[config.mk]
export PLATFORM = sky130hd
export DESIGN_NAME = seven_seg_capture
export DESIGN_NICKNAME = d
export VERILOG_FILES = /design/src/rtl/seven_seg_capture_pkg.sv /design/src/rtl/seven_seg_capture_glyph_decode.sv /design/src/rtl/seven_seg_capture.sv
export SDC_FILE = /design/constraint.sdc
export NUM_CORES = 1
export LEC_CHECK = 0
export ABC_AREA = 1
export CAP_MARGIN = 20
export CORE_MARGIN = 4
export CORE_UTILIZATION = 53
export CTS_BUF_LIST = sky130_fd_sc_hd__clkbuf_2 sky130_fd_sc_hd__clkbuf_4 sky130_fd_sc_hd__clkbuf_8
export CTS_CLUSTER_SIZE = 30
export DETAILED_ROUTE_END_ITERATION = 8
export DONT_BUFFER_PORTS = 1
export PLACE_DENSITY = 0.7
export SLEW_MARGIN = 20
export SYNTH_ARGS = -nofsm -noshare
export SYNTH_HDL_FRONTEND = slang
export SYNTH_SLANG_ARGS = --single-unit
[constraint.sdc]
create_clock -name clk -period 3.29 [get_ports clk]
set_input_delay 0.658 -clock clk [delete_from_list [all_inputs] [get_ports clk]]
set_output_delay 0.658 -clock clk [all_outputs]
set_load 0.02 [all_outputs]
[src/rtl/seven_seg_capture_pkg.sv]
// Shared types and constants for the multiplexed seven-segment display capture block.
package seven_seg_capture_pkg;

  localparam int unsigned SEG_W       = 7;
  localparam int unsigned NIBBLE_W    = 4;
  localparam int unsigned GLYPH_COUNT = 16;
  localparam int unsigned CNT_W       = 4;

  // All segments dark; never a valid glyph.
  localparam logic [SEG_W-1:0] BLANK_PATTERN = 7'h7F;

  // Active-low {a,b,c,d,e,f,g} patterns, indexed by the hex value they show.
  localparam logic [SEG_W-1:0] GLYPH_TABLE [GLYPH_COUNT] = '{
    7'h01, 7'h4F, 7'h12, 7'h06, 7'h4C, 7'h24, 7'h20, 7'h0F,
    7'h00, 7'h04, 7'h08, 7'h60, 7'h31, 7'h42, 7'h30, 7'h38
  };

  typedef enum logic [1:0] {
    ST_IDLE   = 2'd0,
    ST_SETTLE = 2'd1,
    ST_HELD   = 2'd2
  } cap_state_e;

  typedef struct packed {
    logic [NIBBLE_W-1:0] nibble;
    logic                err;
  } glyph_t;

endpackage

[src/rtl/seven_seg_capture_glyph_decode.sv]
// Combinational segment-pattern to hex-nibble decoder; unknown patterns flag err.
module seg_glyph_decode
  import seven_seg_capture_pkg::*;
(
  input  logic [SEG_W-1:0] seg_n,
  output glyph_t           glyph
);

  always_comb begin
    glyph.nibble = '0;
    glyph.err    = 1'b1;
    for (int unsigned i = 0; i < GLYPH_COUNT; i++) begin
      if (seg_n == GLYPH_TABLE[i]) begin
        glyph.nibble = NIBBLE_W'(i);
        glyph.err    = 1'b0;
      end
    end
    if (seg_n == BLANK_PATTERN) begin
      glyph.nibble = '0;
      glyph.err    = 1'b1;
    end
  end

endmodule

[src/rtl/seven_seg_capture.sv]
// Samples a scanned seven-segment display, captures each digit once it is stable,
// and presents complete frames through a valid/ready output register.
module seven_seg_capture
  import seven_seg_capture_pkg::*;
#(
  parameter int unsigned STABLE_CYCLES = 4,
  parameter int unsigned NUM_DIGITS    = 4
) (
  input  logic                           clk,
  input  logic                           rst_n,
  input  logic [SEG_W-1:0]               seg_n,
  input  logic                           dp_n,
  input  logic [NUM_DIGITS-1:0]          digit_n,
  output logic [NUM_DIGITS*NIBBLE_W-1:0] frame_val,
  output logic [NUM_DIGITS-1:0]          frame_dp,
  output logic [NUM_DIGITS-1:0]          frame_err,
  output logic                           out_valid,
  input  logic                           out_ready,
  output logic                           overrun
);

  localparam int unsigned SAMPLE_W = NUM_DIGITS + SEG_W + 1;
  localparam int unsigned LOW_W    = $clog2(NUM_DIGITS + 1);

  cap_state_e                 state;
  cap_state_e                 state_next;
  logic [CNT_W-1:0]           cnt;
  logic [CNT_W-1:0]           cnt_next;
  logic [CNT_W-1:0]           cnt_inc;
  logic [SAMPLE_W-1:0]        sample;
  logic [SAMPLE_W-1:0]        prev;
  logic [LOW_W-1:0]           low_count;
  logic                       strobe;
  logic                       same;
  logic                       stable_hit;
  logic                       capture;
  logic [NUM_DIGITS-1:0]      digit_sel;
  logic [NUM_DIGITS-1:0]      cap_bits;
  logic [NUM_DIGITS-1:0]      mask;
  logic                       frame_done;
  logic                       reg_free;
  logic [NUM_DIGITS*NIBBLE_W-1:0] stage_val;
  logic [NUM_DIGITS-1:0]      stage_dp;
  logic [NUM_DIGITS-1:0]      stage_err;
  glyph_t                     glyph;

  seg_glyph_decode u_decode (
    .seg_n (seg_n),
    .glyph (glyph)
  );

  assign sample     = {digit_n, seg_n, dp_n};
  assign same       = (sample == prev);
  assign cnt_inc    = cnt + CNT_W'(1);
  assign stable_hit = same && (cnt_inc == CNT_W'(STABLE_CYCLES));
  assign digit_sel  = ~digit_n;
  assign cap_bits   = capture ? digit_sel : '0;
  assign frame_done = (mask == '1);
  assign reg_free   = !out_valid || out_ready;

  // A strobe has exactly one digit enable driven low.
  always_comb begin
    low_count = '0;
    for (int unsigned k = 0; k < NUM_DIGITS; k++) begin
      low_count = low_count + LOW_W'(digit_sel[k]);
    end
  end
  assign strobe = (low_count == LOW_W'(1));

  always_ff @(posedge clk or negedge rst_n) begin
    if (!rst_n) begin
      prev <= '0;
    end else begin
      prev <= sample;
    end
  end

  always_ff @(posedge clk or negedge rst_n) begin
    if (!rst_n) begin
      state <= ST_IDLE;
    end else begin
      state <= state_next;
    end
  end

  always_comb begin
    state_next = state;
    unique case (state)
      ST_IDLE: begin
        if (strobe) state_next = ST_SETTLE;
      end
      ST_SETTLE: begin
        if (!same)           state_next = strobe ? ST_SETTLE : ST_IDLE;
        else if (stable_hit) state_next = ST_HELD;
      end
      ST_HELD: begin
        if (!same) state_next = strobe ? ST_SETTLE : ST_IDLE;
      end
      default: state_next = ST_IDLE;
    endcase
  end

  // Stability counter update and capture strobe.
  always_comb begin
    cnt_next = cnt;
    capture  = 1'b0;
    unique case (state)
      ST_IDLE: begin
        cnt_next = strobe ? CNT_W'(1) : '0;
      end
      ST_SETTLE: begin
        if (same) begin
          cnt_next = cnt_inc;
          capture  = stable_hit;
        end else begin
          cnt_next = strobe ? CNT_W'(1) : '0;
        end
      end
      ST_HELD: begin
        if (!same) cnt_next = strobe ? CNT_W'(1) : '0;
      end
      default: cnt_next = '0;
    endcase
  end

  always_ff @(posedge clk or negedge rst_n) begin
    if (!rst_n) begin
      cnt <= '0;
    end else begin
      cnt <= cnt_next;
    end
  end

  // A completed frame frees the mask on the following edge, ready for the next scan.
  always_ff @(posedge clk or negedge rst_n) begin
    if (!rst_n) begin
      mask <= '0;
    end else begin
      mask <= (frame_done ? '0 : mask) | cap_bits;
    end
  end

  always_ff @(posedge clk or negedge rst_n) begin
    if (!rst_n) begin
      stage_val <= '0;
      stage_dp  <= '0;
      stage_err <= '0;
    end else if (capture) begin
      for (int unsigned k = 0; k < NUM_DIGITS; k++) begin
        if (digit_sel[k]) begin
          stage_val[k*NIBBLE_W +: NIBBLE_W] <= glyph.nibble;
          stage_dp[k]                       <= ~dp_n;
          stage_err[k]                      <= glyph.err;
        end
      end
    end
  end

  // Output register: load on completion when free, otherwise drop and flag overrun.
  always_ff @(posedge clk or negedge rst_n) begin
    if (!rst_n) begin
      frame_val <= '0;
      frame_dp  <= '0;
      frame_err <= '0;
      out_valid <= 1'b0;
      overrun   <= 1'b0;
    end else if (frame_done) begin
      if (reg_free) begin
        frame_val <= stage_val;
        frame_dp  <= stage_dp;
        frame_err <= stage_err;
        out_valid <= 1'b1;
      end else begin
        overrun   <= 1'b1;
      end
    end else if (out_valid && out_ready) begin
      out_valid <= 1'b0;
    end
  end

endmodule

==> metrics.md, run 1 <==
| Metric | Value |
|---|---|
| Slowest-stage cell, CP | `fa_1` |
| Final antenna-violating net count | `0` |
| Antenna violations before repair | `0` |
| Die height | `slightly below 90 microns` |
| H-tree depth | `3` |
| Power Density | `505 mW/mm^2` |
| Crit path top cell by count | `nand2_1` |
| Vias | `around 2300` |
| Total GRT Usage | `0.183` |
| Crit path capture type | `register` |
| Area of the core | `a little under 0.006 sq mm` |
| DR pass1 iterations | `4` |
| Postcts setup bufs | `0` |
| Fin nets | `394` |
| Avg WL per Cell | `approximately 14 microns` |
| CTS tree | `done` |
| Synth Flop Type | `dfrtp_1` |
| Die Area | `0.00749 sq mm` |
| Layout cell share with drive strength beyond 1 | `0.138` |
| Placed cell area | `about 0.0034 sq mm` |
| Status | `finished, final reports clean` |
| Clock Tree Buf Depth | `2` |
| ANT cells | `0` |
| Dpl cells | `~440` |
| Final setup violation count | `0` |
| Vias in the first global route | `roughly 2300` |
| Async SR Flop Fraction | `1.00` |
| Reg2reg start | `mask[0]$_DFF_PN0_` |
| Clock Skew | `6.09 ps` |
| Yosys cell types | `23` |
| Synthesized netlist cell count | `362` |
| Num CTS Buffers | `9` |
| Commonest non-fill, non-tap cell in the layout | `nand2_1` |
| Final cell count without fillers | `about 450` |
| Largest net degree at the start of global routing | `42` |
| Synth Cell Area | `0.00327 sq mm` |
| Residual DRC | `0` |
| P&R area growth vs syn | `10.8%` |
| Max FO, Critical Path | `4` |
| Met3 wire length | `326 microns` |
| Initial Util | `0.549` |
| Final WL | `between 6000 and 7000 microns` |
| Cell leakage power | `2.01 nW` |
| Post-Route M1 WL | `between 2000 and 3000 microns` |
| Pre-CTS WS | `~900 ps` |
| Die width | `86.6 microns` |
| Initial DRC Count | `80` |
| Worst slew margin | `0.432` |
| Remaining Overflow, GRT | `0` |
| Fill count | `about 520` |
| Final Util | `0.609` |
| CP Class | `in2reg` |
| Sequential area share after synthesis | `0.551` |
| Final hold vios | `0` |
| Worst slew pin tran | `about 850 ps` |
| Achievable Freq | `between 400 and 500 MHz` |
| Final HPWL DP | `roughly 4300 microns` |
| Critical path data arrival time | `around 2300 ps` |
| CP Cell Sequence | `fa_1, inv_1, ha_1, ha_1, nor3_1, inv_1, a21oi_1, nand2_1, o21ai_0, nand2_1, nand2_1` |
| Max Cap Viol | `0` |
| Routability Congestion | `0.902` |
| Post-synth EDFFs | `0` |
| Most frequent cells in the layout | `136 x nand2_1, 72 x dfrtp_1, 38 x inv_1` |
| First-pass GRT wire length | `10600 microns` |
| Hold crit path type | `in2async` |
| Drt via density | `between 5 and 6` |
| Setup_tns | `0 ps` |
| IO Pins | `about 40` |
| CTS Root Cell | `clkbuf_8` |
| Register bit total from synthesis | `between 70 and 80` |
| Slew Limit Fails | `0` |
| Clock-pin slew on the worst setup and hold paths | `roughly 70 ps` |
| Yosys warns | `0` |
| Final instance area | `between 0.003 and 0.004 sq mm` |
| Setup WS post-layout | `around 1200 ps` |
| Worst Path Required | `approximately 3600 ps` |
| Clk Latency, worst-skew pair | `approximately 340 ps` |
| CP peak stage delay | `about 520 ps` |
| Met2 routed WL | `about 2900 microns` |
| Source of the critical timing path | `digit_n[0]` |
| Max Used Layer | `met4` |
| Sink Count | `72` |
| Final critical-path required period | `2050 ps` |
| Register-to-register setup slack | `approximately 1300 ps` |
| Port Buffers | `0` |
| Row cnt | `28` |
| Syn Area/Cell | `between 9 and 10 sq um` |
| Syn Nets | `382` |
| Fin crit share | `0.622` |
| Peak VDD IR | `0.000323 V` |
| Critical path launch point type | `input port` |
| Unrepaired setup endpoints after global routing | `false` |
[routing by layer]
layer  vias to the layer above  track usage
met1                      1102        0.235
met3                        12       0.0466
met4                         0       0.0850
met2                        53        0.291
met5                         -            0
li1                       1154            -
[worst paths after layout]
check / end / cells after the start
worst min-delay path: frame_val[13]$_DFFE_PN0P_ / 1
worst min register to register: stage_dp[0]$_DFFE_PN0P_ / 2
worst max register to register: frame_val[13]$_DFFE_PN0P_ / 5
min in group clk: prev[3]$_DFF_PN0_ / 0
worst max-delay path: state[0]$_DFFE_PN0P_ / 11
max in group asynchronous: stage_val[6]$_DFFE_PN0P_ / 1
[power by group]
part / switching (mW) / internal, mW / total [mW]
Clock: 0.316 / 0.472 / 0.788
Combinational: 0.0759 / 0.0386 / 0.115
Sequential: 0.0251 / 0.904 / 0.929
Total: 0.417 / 1.41 / 1.83
[synthesized netlist by cell type (all sizes together) (3+ instances only)]
cell type / count / area, sq um
nor3: 8 / 40.0
mux2: 19 / 214
nor2: 30 / 160
nand4: 8 / 65.1
ha: 4 / 50.1
nand3: 9 / 45.0
nand2: 136 / 510
dfrtp: 72 / 1800
clkbuf: 3 / 11.3
o21ai: 18 / 90.1
inv: 45 / 176
xnor2: 5 / 43.8
[state kept, by name, summed over array words and instances (netlist names)]
register / cells
cnt: 4
frame_dp: 4
frame_err: 4
frame_val: 16
mask: 4
out_valid: 1
overrun: 1
prev: 12
stage_dp: 4
stage_err: 4
stage_val: 16
state: 2
[final cells by class]
| type | count | area (sq um) | share of cell area |
|---|---|---|---|
| timing repair buffer | 4 | 47.5 | 0.0131 |
| clock buffer | 12 | 159 | 0.0438 |
| inverter | 45 | 176 | 0.0487 |
| tap | 75 | 93.8 | 0.0259 |
| sequential | 72 | 1800 | 0.497 |
| multi-input combinational | 242 | 1280 | 0.353 |
| clock inverter | 3 | 65.1 | 0.0179 |
[cells by family after synthesis]
logic type	share of synthesized area
compound gates	0.0314
xor+xnor	0.0161
fa+ha+maj	0.0214
buf+inv	0.0574
flops	0.551
mux	0.0654
simple gates	0.257
[critical path, delay by kind of cell]
family          cells  cell delay (ps)
compound gates      2              190
fa+ha+maj           3              960
buf+inv             2              120
simple gates        4              390
[metrics by stage]
| stage | hold WS (ps) | power (mW) |
|---|---|---|
| global route | 158 | 1.91 |
| CTS | 155 | 1.85 |
| global placement | 365 | 1.04 |
| floorplan | 362 | 1.02 |
| detailed placement | 364 | 1.04 |
| finish | 157 | 1.83 |
[repair_timing]
item | CTS | global route
endpoints found under the setup margin | 0 | 0
hold endpoints to repair | 41 | 0
hold buffers | 3 | 0
resized for setup | 0 | 0
Note: power is estimated with default switching activity, not from simulation.
==> run 2: changes to the inputs <==
Clock period 3.29 ns to 2 ns, I/O delays scaled along.
==> metrics.md, run 2 (same netlist as run 1, synthesis figures left out) <==
| Metric | Value |
|---|---|
| IO Pins | `41` |
| Worst Path Required | `about 2200 ps` |
| CP Class | `reg2reg` |
| Slew Limit Fails | `0` |
| Die height | `about 87 microns` |
| Slowest-stage cell, CP | `dfrtp_2` |
| CTS Root Cell | `clkbuf_8` |
| Final HPWL DP | `between 4000 and 5000 microns` |
| Top flop regs | `frame_val: 16 flops, stage_val: 16 flops, prev: 12 flops` |
| Initial Util | `0.549` |
| Violated checks | `negative hold slack` |
| Final Util | `0.598` |
| Total GRT Usage | `0.174` |
| Fin crit share | `0.926` |
| Crit path capture type | `register` |
| M1 GR Usage | `0.224` |
| Combinational share of power | `0.059` |
| R2R cell count | `10` |
| Area of the core | `0.00596 sq mm` |
| Critical path data arrival time | `between 2000 and 2500 ps` |
| Clock Skew | `9.74 ps` |
| Vias | `around 2300` |
| CTS tree | `done` |
| Fin Hold WS | `-251 ps` |
| P&R area growth vs syn | `8.88%` |
| Sw Ratio | `0.241` |
| Max FO, Critical Path | `8` |
| DR pass1 iterations | `4` |
| First-pass GRT wire length | `between 10000 and 15000 microns` |
| Peak VDD IR | `just over 0.0004 V` |
| Die width | `a little under 90 microns` |
| Antenna violations before repair | `0` |
| Final antenna-violating net count | `0` |
| H-tree depth | `3` |
| Switching pwr | `roughly 660 uW` |
| CP Cell Sequence | `ha_1, xnor2_1, nor2_1, nand2_1, inv_1, nand4_4, nor2_4, inv_4, nand2_1, nand2_1` |
| Clk Latency, worst-skew pair | `about 340 ps` |
| Achievable Freq | `roughly 540 MHz` |
| Max Cap Viol | `0` |
| Vias in the first global route | `2227` |
| Clock Tree Buf Depth | `2` |
| Drt via density | `between 5 and 6` |
| Power Density | `767 mW/mm^2` |
| GR Util met2 | `0.276` |
| Clock share of power | `0.381` |
| Register-to-register setup slack | `150 ps` |
| Row cnt | `28` |
| Final hold vios | `a little over 70` |
| Remaining Overflow, GRT | `0` |
| Most frequent cells in the layout | `136 x nand2_1, 71 x dfrtp_1, 38 x inv_1` |
| Final critical-path required period | `1850 ps` |
| Global routing's busiest layer | `met2` |
| Final WL | `roughly 5900 microns` |
| Source of the critical timing path | `cnt[0]$_DFFE_PN0P_` |
| Commonest non-fill, non-tap cell in the layout | `nand2_1` |
| Fin nets | `a little under 400` |
| Port Buffers | `0` |
| ANT cells | `0` |
| Met3 global-route usage | `0.0466` |
| Avg WL per Cell | `roughly 13 microns` |
| Num CTS Buffers | `9` |
| Cell leakage power | `roughly 2.0 nW` |
| Initial DRC Count | `between 100 and 150` |
| Sink Count | `roughly 70` |
| Final setup violation count | `0` |
| Hold crit path type | `in2async` |
| Clock-pin slew on the worst setup and hold paths | `around 80 ps` |
| Die Area | `approximately 0.0075 sq mm` |
| Reg power frac | `0.560` |
| Unrepaired setup endpoints after global routing | `false` |
| Worst slew margin | `0.637` |
| Critical path launch point type | `register` |
| CP peak stage delay | `430 ps` |
| Worst slew pin tran | `~540 ps` |
| Residual DRC | `0` |
| Reg2reg start | `cnt[0]$_DFFE_PN0P_` |
| Status | `finished, violations left` |
| Layout cell share with drive strength beyond 1 | `0.146` |
| Int Pwr | `~2.1 mW` |
| Crit path top cell by count | `nand2_1` |
| R2r endpoint | `stage_val[5]$_DFFE_PN0P_` |
| Largest net degree at the start of global routing | `between 70 and 80` |
| Routability Congestion | `between 0.9 and 1` |
==> run 2: changes by cell type in the layout (fill, tap and decap cells not counted), sizes merged <==
cell / before / now
bufinv: 2 / 0
dlygate4sd3: 2 / 0
clkinv: 1 / 2
clkinvlp: 0 / 1
buf: 2 / 4
==> run 2: cell type report <==
type	count	area, sq um
inverters	45	176
well taps	75	93.8
flip-flops and latches	72	1800
clock buffers	12	159
repair buffers	4	30.0
clock inverters	3	17.5
multi-input cells	242	1280
fillers	524	2390
==> run 2: power by group through the flow <==
stage          registers [mW]  clock network (mW)  logic, mW
6_report                 1.53                1.04      0.161
3_5_place_dp             1.56                   0      0.156
4_1_cts                  1.53                1.06      0.155
5_1_grt                  1.53                1.14      0.195
3_3_place_gp             1.55                   0      0.149
2_1_floorplan            1.55                   0      0.129
==> run 2: worst max-delay path, delay by kind of cell, from the launching register on <==
family	cells	cell delay, ps
flip-flops	1	430
buffers and inverters	2	190
AND/OR/NAND/NOR	6	770
adder cells (fa/ha/maj)	1	210
XOR/XNOR	1	140
==> run 2: what timing repair did <==
| item | CTS | global route |
|---|---|---|
| endpoints found under the hold margin | 72 | 72 |
| buffers inserted | 0 | 1 |
| setup endpoints to repair | 0 | 8 |
| resized for setup | 0 | 1 |
==> run 2: metrics by stage <==
stage / worst slack [ps] / instances / setup TNS [ps] / area, sq um / power [mW]
6_report: 147 / 453 / 0 / 3560 / 2.73
3_5_place_dp: -69.3 / 437 / -151 / 3380 / 1.71
5_1_grt: 2.91 / 453 / 0 / 3560 / 2.87
2_1_floorplan: 32.2 / 362 / 0 / 3270 / 1.68
3_3_place_gp: -24.2 / 437 / -42.8 / 3380 / 1.70
4_1_cts: 117 / 452 / 0 / 3550 / 2.75
==> run 2: layer usage <==
| metal | share of wire | routed length, microns |
|---|---|---|
| met1 | 0.45 | 2670 |
| met2 | 0.46 | 2730 |
| met3 | 0.066 | 387 |
| met4 | 0.016 | 95 |
| met5 | 0 | 0 |
==> run 2: worst max-delay path by stage <==
stage / to / slack, ps
after floorplan: state[0]$_DFFE_PN0P_ / 30
after global placement: state[0]$_DFFE_PN0P_ / -20
after detailed placement: state[0]$_DFFE_PN0P_ / -70
after CTS: stage_val[11]$_DFFE_PN0P_ / 120
after global routing: stage_val[7]$_DFFE_PN0P_ / 3
final: stage_val[5]$_DFFE_PN0P_ / 150
